`config.mk`:
```
export PLATFORM = sky130hd
export DESIGN_NAME = mem_port_arbiter
export DESIGN_NICKNAME = d
export VERILOG_FILES = /design/src/rtl/mem_port_arbiter.sv
export SDC_FILE = /design/constraint.sdc
export NUM_CORES = 1
export LEC_CHECK = 0
export BUFFER_PORTS_ARGS = -buffer_cell sky130_fd_sc_hd__buf_2
export CAP_MARGIN = 10
export CORE_MARGIN = 3
export CORE_UTILIZATION = 47
export DETAILED_ROUTE_END_ITERATION = 7
export PLACE_DENSITY = 0.79
export SKIP_LAST_GASP = 1
export SLEW_MARGIN = 20
export SYNTH_ARGS = -nofsm -noshare
export SYNTH_HDL_FRONTEND = slang
export SYNTH_SLANG_ARGS = --single-unit
```
`constraint.sdc`:
```
create_clock -name clk -period 2.04 [get_ports clk]
set_input_delay 0.306 -clock clk [delete_from_list [all_inputs] [get_ports clk]]
set_output_delay 0.306 -clock clk [all_outputs]
set_load 0.02 [all_outputs]
```
`src/rtl/mem_port_arbiter.sv`:
```
// Two-port arbiter in front of a single-port RAM: processor (CPU) and program loader (EXT).
// Ties between the ports alternate; one access in flight at a time, with a one-cycle done pulse.
module mem_port_arbiter #(
    parameter int RAM_LAT = 1
) (
    input  logic       clk,
    input  logic       rst_n,
    input  logic       cpu_rd_req,
    input  logic       cpu_wr_req,
    input  logic [9:0] cpu_addr,
    input  logic [9:0] cpu_wdata,
    output logic [9:0] cpu_rdata,
    output logic       cpu_done,
    output logic       cpu_stall,
    input  logic       ext_req,
    input  logic       ext_we,
    input  logic [9:0] ext_addr,
    input  logic [9:0] ext_wdata,
    output logic [9:0] ext_rdata,
    output logic       ext_done,
    output logic [9:0] ram_addr,
    output logic [9:0] ram_wdata,
    output logic       ram_we,
    output logic       ram_re,
    input  logic [9:0] ram_rdata
);

    localparam logic [1:0] S_IDLE   = 2'd0;
    localparam logic [1:0] S_ACCESS = 2'd1;
    localparam logic [1:0] S_WAIT   = 2'd2;
    localparam logic [1:0] S_DONE   = 2'd3;

    localparam logic OWN_CPU = 1'b0;
    localparam logic OWN_EXT = 1'b1;

    localparam logic [1:0] LAT_M1 = 2'(RAM_LAT - 1);

    logic [1:0] state_q, state_d;
    logic       owner_q, owner_d;
    logic       last_grant_q, last_grant_d;
    logic [9:0] addr_q, addr_d;
    logic [9:0] wdata_q, wdata_d;
    logic       we_q, we_d;
    logic [1:0] wait_cnt_q, wait_cnt_d;
    logic [9:0] cpu_rdata_q, cpu_rdata_d;
    logic [9:0] ext_rdata_q, ext_rdata_d;

    logic cpu_req;
    logic grant_ext;

    assign cpu_req = cpu_rd_req | cpu_wr_req;

    always_comb begin
        state_d      = state_q;
        owner_d      = owner_q;
        last_grant_d = last_grant_q;
        addr_d       = addr_q;
        wdata_d      = wdata_q;
        we_d         = we_q;
        wait_cnt_d   = wait_cnt_q;
        cpu_rdata_d  = cpu_rdata_q;
        ext_rdata_d  = ext_rdata_q;
        grant_ext    = 1'b0;

        case (state_q)
            S_IDLE: begin
                if (cpu_req || ext_req) begin
                    // EXT wins only when CPU is idle or CPU took the previous grant
                    grant_ext    = ext_req && (!cpu_req || (last_grant_q == OWN_CPU));
                    owner_d      = grant_ext ? OWN_EXT : OWN_CPU;
                    last_grant_d = owner_d;
                    if (grant_ext) begin
                        addr_d  = ext_addr;
                        wdata_d = ext_wdata;
                        we_d    = ext_we;
                    end else begin
                        addr_d  = cpu_addr;
                        wdata_d = cpu_wdata;
                        we_d    = cpu_wr_req && !cpu_rd_req;
                    end
                    state_d = S_ACCESS;
                end
            end
            S_ACCESS: begin
                wait_cnt_d = 2'd0;
                state_d    = we_q ? S_DONE : S_WAIT;
            end
            S_WAIT: begin
                if (wait_cnt_q == LAT_M1) begin
                    state_d = S_DONE;
                    if (owner_q == OWN_EXT) ext_rdata_d = ram_rdata;
                    else                    cpu_rdata_d = ram_rdata;
                end else begin
                    wait_cnt_d = wait_cnt_q + 2'd1;
                end
            end
            S_DONE:  state_d = S_IDLE;
            default: state_d = S_IDLE;
        endcase
    end

    always_ff @(posedge clk or negedge rst_n) begin
        if (!rst_n) begin
            state_q      <= S_IDLE;
            owner_q      <= OWN_CPU;
            last_grant_q <= OWN_EXT;
            addr_q       <= 10'h000;
            wdata_q      <= 10'h000;
            we_q         <= 1'b0;
            wait_cnt_q   <= 2'd0;
            cpu_rdata_q  <= 10'h000;
            ext_rdata_q  <= 10'h000;
        end else begin
            state_q      <= state_d;
            owner_q      <= owner_d;
            last_grant_q <= last_grant_d;
            addr_q       <= addr_d;
            wdata_q      <= wdata_d;
            we_q         <= we_d;
            wait_cnt_q   <= wait_cnt_d;
            cpu_rdata_q  <= cpu_rdata_d;
            ext_rdata_q  <= ext_rdata_d;
        end
    end

    // Strobes and dones decode straight from state so reset kills them without waiting for a clock
    assign ram_addr  = addr_q;
    assign ram_wdata = wdata_q;
    assign ram_re    = (state_q == S_ACCESS) && !we_q;
    assign ram_we    = (state_q == S_ACCESS) && we_q;
    assign cpu_done  = (state_q == S_DONE) && (owner_q == OWN_CPU);
    assign ext_done  = (state_q == S_DONE) && (owner_q == OWN_EXT);
    assign cpu_stall = cpu_req && !cpu_done;
    assign cpu_rdata = cpu_rdata_q;
    assign ext_rdata = ext_rdata_q;

endmodule

```
==> run metrics, run 1 <==
startpoint types register; Worst Path Buf+Inv 1; CTS tree done; worst-path cell chain inv_1 > ha_1 > nand2_1 > or2_1 > mux2_4; slowest stage delay, CP 0.44 ns; switch share 0.414; Crit path required time 2.23 ns; layout cell share with drive strength beyond 1 0.462; Sequential Power Share 0.349; slowest CP cell or2_1; global placer's final weighted congestion 0.830; clk buf depth 2; power density cells 1640 nW/um^2; slew margin rel. 0.597; DR iter-0 viols 72; CTS sink cnt 47; IO buf count 100; vias in the first global route 1,773; Final Hold Viols 23; Int Pwr 0.00278 W; GRT Overall Usage 0.181; Remaining Overflow, GRT 0; Clk pin slew, worst setup/hold paths 0.09 ns; Achievable Freq 554 MHz; Total Power 0.00475 W; post-synthesis mux area share 0.127; cell family with most CP delay simple AND/OR/NAND/NOR gates; synthesized cell area 2250 um^2; skew final 0.00573 ns; Clock Latency Late Sink 0.30 ns; fin crit period 1.81 ns; Seq/Total Area, Yosys 0.522; FP Rows 24; ANT nets after route 0; status finished, violations left; kind of critical path register to register; Routed WL 5.05 mm; total of max-cap violations 0; Final Max Slew Viols 0; largest family of logic cells by synthesized area compound AO/OA/AOI/OAI gates; Synth Register Bits 47; Resize count post-CTS 0; die height 75.2 um; largest net degree at the start of global routing 36; Worst IR Drop VDD 0.678 mV; CP Depth 5; Post-Synth XOR/XNOR Area 0; Mapped Nets 266; Slew @ Worst Pin 0.604 ns; RSZ-0062 raised after global routing no; H-Tree Depth 2; CP arrival 1.99 ns; Mapped Cells 204; post-CTS setup buffers 0; Tcrit/Tclk final 0.885; final hold slack -0.0156 ns; first-pass GRT wire length 8.01 mm; Clk pwr share 0.146; # nets final 364; Syn Area/Cell 11.0 um^2; FF-to-FF End cpu_rdata[4]; CTS Buf Count 5; IO Pins 101; Synth Area in Compound Gates 0.145; via count 1,889; Post-Synth Adder-Cell Area 0.0333; # fillers 370; DRT Pass-1 Iters 4; DRC violations left 0; Initial Util 0.500; CP max FO 10; Gate power share 0.505; Synth cell types 33; failing checks hold timing; worst hold path type input pin to asynchronous set/reset pin; vias per cell 5.32; die width 75.2 um; Syn-to-layout area delta 28.3%; Switch Pwr 0.00196 W; CP Launch Point state_q[0]; Critical Path Sink Type register; CP endpoint cpu_rdata[4]; Ys Warns 0; HPWL after detailed placement 3.80 mm; final setup violating endpoints 0; Lkg Pwr 1.40 nW; Root Buffer clkbuf_8; simple-gate share of the synthesized area 0.121; Setup TNS Final 0 ns; antenna violations before repair 0; Worst R2R Path Depth 5; die area 5660 um^2; core area 4500 um^2; CTS Hold Bufs 0; diodes inserted 0; Reg2Reg Setup Slack 0.23 ns; reg2reg start state_q[0]; post-DR wirelength/cell 14.2 um
[power groups by stage]
stage,sequential (W),combinational (W),clock [W]
after floorplan,0.00216,0.00121,0
after global placement,0.00166,0.00235,0
after detailed placement,0.00168,0.00243,0
after CTS,0.00166,0.00242,0.000705
final,0.00166,0.00240,0.000692
after global routing,0.00172,0.00261,0.000739
[worst min path at each step]
stage	to	slack (ns)	cells after the start
after floorplan	cpu_rdata[0]	0.01	0
after global placement	state_q[0]	0.33	1
after detailed placement	state_q[0]	0.33	1
after CTS	wait_cnt_q[0]	0.004	1
after global routing	wait_cnt_q[0]	0.02	1
final	wait_cnt_q[0]	-0.02	1
[stage by stage]
stage	setup WS (ns)	instances	util	instance area, um^2
after floorplan	0.496	204	-	2250
after global placement	0.323	347	0.616	2780
after detailed placement	0.246	347	0.616	2780
after CTS	0.233	355	0.642	2890
after global routing	0.147	355	0.642	2890
final	0.234	355	0.642	2890
[layer usage]
| metal | part of all wire | wire length (um) | global-route usage | up-vias |
|---|---|---|---|---|
| li1 | - | - | - | 931 |
| met1 | 0.44 | 2210 | 0.226 | 876 |
| met2 | 0.48 | 2410 | 0.313 | 78 |
| met3 | 0.079 | 400 | 0.0521 | 4 |
| met4 | 0.0073 | 37 | 0.0369 | 0 |
| met5 | 0 | 0 | 0 | - |
[layout make-up]
cell class              count  area (um^2)  share of cell area
multi-input cells         137          961               0.332
flip-flops and latches     47         1180               0.407
clock buffers               5         68.8              0.0238
well taps                  52         65.1              0.0225
repair buffers            105          551               0.190
inverters                   6         22.5             0.00779
clock inverters             3         46.3              0.0160
[state kept, by name (all words and copies together) (netlist names)]
register / cells
cpu_rdata: 10
ext_rdata: 10
last_grant_q: 1
owner_q: 1
ram_addr: 10
ram_wdata: 10
state_q: 2
wait_cnt_q: 2
we_q: 1
[cell usage in the layout (no fill, tap or decap), types with 2 or more instances in the layout]
cell | Yosys | routed
a31oi_1 | 19 | 19
clkbuf_8 | 0 | 5
mux2_4 | 10 | 10
nand3_1 | 20 | 20
inv_1 | 6 | 6
ha_1 | 6 | 6
dfrtp_1 | 46 | 46
a32o_1 | 3 | 3
a21oi_1 | 2 | 2
buf_2 | 5 | 100
nor2_1 | 24 | 24
mux2_2 | 11 | 11
nand2_1 | 2 | 2
and2_1 | 2 | 2
nand2b_1 | 2 | 2
buf_4 | 1 | 4
o21ai_0 | 20 | 20
nor2b_1 | 3 | 3
[cells by family (layout without fill, tap and decap cells)]
family | count (synthesis) | after routing
muxes | 22 | 22
adders and majority gates | 6 | 6
AOI/OAI and AO/OA | 52 | 52
and+or+nand+nor | 57 | 57
DFF | 47 | 47
buffers and inverters | 20 | 119
[synthesized netlist by cell type, drive strengths merged]
| cell type | n | area share |
|---|---|---|
| nand2b | 2 | 0.0056 |
| nand2 | 2 | 0.0033 |
| o21ai | 22 | 0.051 |
| a211o | 1 | 0.0039 |
| o21a | 1 | 0.0033 |
| inv | 6 | 0.010 |
| mux2 | 22 | 0.13 |
| nor2b | 3 | 0.0083 |
| clkbuf | 4 | 0.0067 |
| buf | 10 | 0.034 |
| nor3 | 2 | 0.0067 |
| a22oi | 1 | 0.0033 |
| and2 | 2 | 0.0056 |
| a31oi | 20 | 0.058 |
| o31a | 1 | 0.0044 |
| nand3 | 21 | 0.049 |
| ha | 6 | 0.033 |
| a21oi | 2 | 0.0044 |
| dfrtp | 46 | 0.51 |
| nor2 | 24 | 0.040 |
| dfstp | 1 | 0.012 |
| a32o | 3 | 0.013 |
| or2 | 1 | 0.0028 |
| a22o | 1 | 0.0039 |
Note: power is estimated with default switching activity, not from simulation.
==> run 2: changes to the inputs <==
--- a/config.mk
+++ b/config.mk
@@ -5,10 +5,11 @@
 export SDC_FILE = /design/constraint.sdc
 export NUM_CORES = 1
 export LEC_CHECK = 0
+export ABC_AREA = 1
 export BUFFER_PORTS_ARGS = -buffer_cell sky130_fd_sc_hd__buf_2
 export CAP_MARGIN = 10
 export CORE_MARGIN = 3
-export CORE_UTILIZATION = 47
+export CORE_UTILIZATION = 48
 export DETAILED_ROUTE_END_ITERATION = 7
 export PLACE_DENSITY = 0.79
 export SKIP_LAST_GASP = 1
==> run metrics, run 2 <==
Mapped Cells 310; worst hold path type input pin to asynchronous set/reset pin; crit-path most repeated cell inv_1; die width 78.1 um; sequential cell area 1180 um^2; FP Rows 25; IO buf count 100; Final Hold Viols 0; vias in the first global route 2,122; CTS Buf Count 5; vias per cell 4.67; Int Pwr 0.00254 W; kind of critical path register to output port; largest net degree at the start of global routing 48; IO Pins 101; global placer's final weighted congestion 0.781; # fillers 450; Synth Register Bits 47; Initial Util 0.511; slowest CP cell dfrtp_1; GRT Overall Usage 0.186; via count 2,224; Final Util 0.641; post-synth top area cell dfrtp_1; Gate power share 0.496; Critical Path Sink Type output port; most frequent cells in the layout 100 x buf_2, 96 x nand2_1, 63 x inv_1; clk buf depth 2; slew margin rel. 0.622; post-CTS setup buffers 0; count leader, synth nand2_1; switch share 0.457; worst-path cell chain inv_1 > ha_1 > inv_1 > nor2_1 > buf_2; Final Max Slew Viols 0; die area 6090 um^2; CTS sink cnt 47; Routed WL 5.57 mm; cell family with most CP delay flip-flops; die height 78.1 um; Worst Path Buf+Inv 3; layout cell share with drive strength beyond 1 0.345; Synth cell types 21; synthesized cell area 2490 um^2; placed cell count 468; Sequential Power Share 0.354; Tcrit/Tclk final 0.801; Worst IR Drop VDD 0.786 mV; asr flop ratio synth 1.00; share of the synthesized area in the top cell type 0.462; Clk pin slew, worst setup/hold paths 0.10 ns; Resize count post-CTS 0; CTS Hold Bufs 0; Seq/Total Area, Yosys 0.472; Clk pwr share 0.150; power density cells 1500 nW/um^2; Achievable Freq 612 MHz; commonest non-fill, non-tap cell in the layout buf_2; Mapped Nets 372; DRT Pass-1 Iters 4; diodes inserted 0; DRC violations left 0; first-pass GRT wire length 9.25 mm; slowest stage delay, CP 0.42 ns; number of synthesized flops with an enable pin 0; CTS tree done; Ys Warns 0; multi-input logic area 963 um^2; RSZ-0062 raised after global routing no; DR iter-0 viols 80; fin crit period 1.63 ns; Root Buffer clkbuf_8; final setup violating endpoints 0; Crit path required time 1.73 ns; # nets final 470; CP max FO 4; CP arrival 1.33 ns; core area 4880 um^2; total of max-cap violations 0; H-Tree Depth 2; Switch Pwr 0.00214 W; Syn-to-layout area delta 25.5%; ANT nets after route 0; top cells by count, synth 96 x nand2_1, 63 x inv_1, 46 x dfrtp_1, 28 x nand3_1, 25 x o21ai_1; antenna violations before repair 0; Setup TNS Final 0 ns; Remaining Overflow, GRT 0; post-DR wirelength/cell 11.7 um; Syn Area/Cell 8.04 um^2; skew final 0.00974 ns; non-filler instance count after layout 476; Total Power 0.00468 W; Lkg Pwr 1.89 nW; Area contributors post-synth dfrtp_1 46%, nand2_1 14%, inv_1 9.5%; HPWL after detailed placement 4.15 mm; Clock Latency Late Sink 0.30 ns; startpoint types register; Slew @ Worst Pin 0.567 ns; status complete, no violations; main flop type after synthesis dfrtp_1
-- run 2: cell types whose count changed after synthesis, moves of 3 or more --
cell,change
nand2_1,+94
inv_1,+57
o21ai_1,+24
nor2_1,-21
a31oi_1,-19
nand3_2,+19
o21ai_0,-19
mux2_2,-11
mux2_4,-10
nand3_1,+8
buf_6,-4
a32o_1,-3
nor2b_1,-3
-- run 2: through the flow --
step	hold slack, ns	worst slack (ns)	instance area (um^2)
6_report	0.0771	0.407	3130
5_1_grt	0.136	0.281	3130
3_5_place_dp	0.429	0.480	3010
4_1_cts	0.101	0.389	3130
3_3_place_gp	0.425	0.572	3010
2_1_floorplan	0.0104	0.643	2490
-- run 2: worst paths after layout --
path	start	endpoint	slack, ns	cells after the start
setup / recovery	state_q[1]	ram_re	0.41	5
setup reg to reg	state_q[0]	ram_wdata[5]	0.48	6
min in group clk	ram_rdata[8]	ext_rdata[8]	0.25	3
hold / removal	rst_n	cpu_rdata[8]	0.08	2
max in group asynchronous	rst_n	ram_wdata[9]	1.57	2
hold reg to reg	ram_addr[3]	ram_addr[3]	0.49	2
-- run 2: cell type report --
cell class,count,area share
Multi-Input combinational cell,184,0.308
Clock buffer,5,0.0220
Inverter,65,0.0796
Timing Repair Buffer,105,0.172
Sequential cell,47,0.376
Clock inverter,3,0.0152
Tap cell,67,0.0268
-- run 2: kinds of logic (layout without fill, tap and decap cells) --
family | after synthesis | count (layout) | share of synthesized area
AND/OR/NAND/NOR | 151 | 151 | 0.298
buffers and inverters | 79 | 178 | 0.141
flip-flops | 47 | 47 | 0.472
AO/OA/AOI/OAI | 27 | 27 | 0.0587
adder cells (fa/ha/maj) | 6 | 6 | 0.0301
-- run 2: layer usage --
metal | share of wire | wire length, um | GRT usage | vias to the layer above
li1 | - | - | - | 1132
met1 | 0.42 | 2360 | 0.230 | 1024
met2 | 0.52 | 2880 | 0.332 | 60
met3 | 0.047 | 263 | 0.0275 | 8
met4 | 0.013 | 75 | 0.0594 | 0
met5 | 0 | 0 | 0 | -
-- run 2: power by group through the flow --
stage | registers (W) | logic (W) | clock network, W
global placement | 0.00165 | 0.00228 | 0
floorplan | 0.00213 | 0.00121 | 0
global route | 0.00171 | 0.00258 | 0.000747
CTS | 0.00165 | 0.00236 | 0.000710
finish | 0.00166 | 0.00232 | 0.000704
detailed placement | 0.00166 | 0.00236 | 0
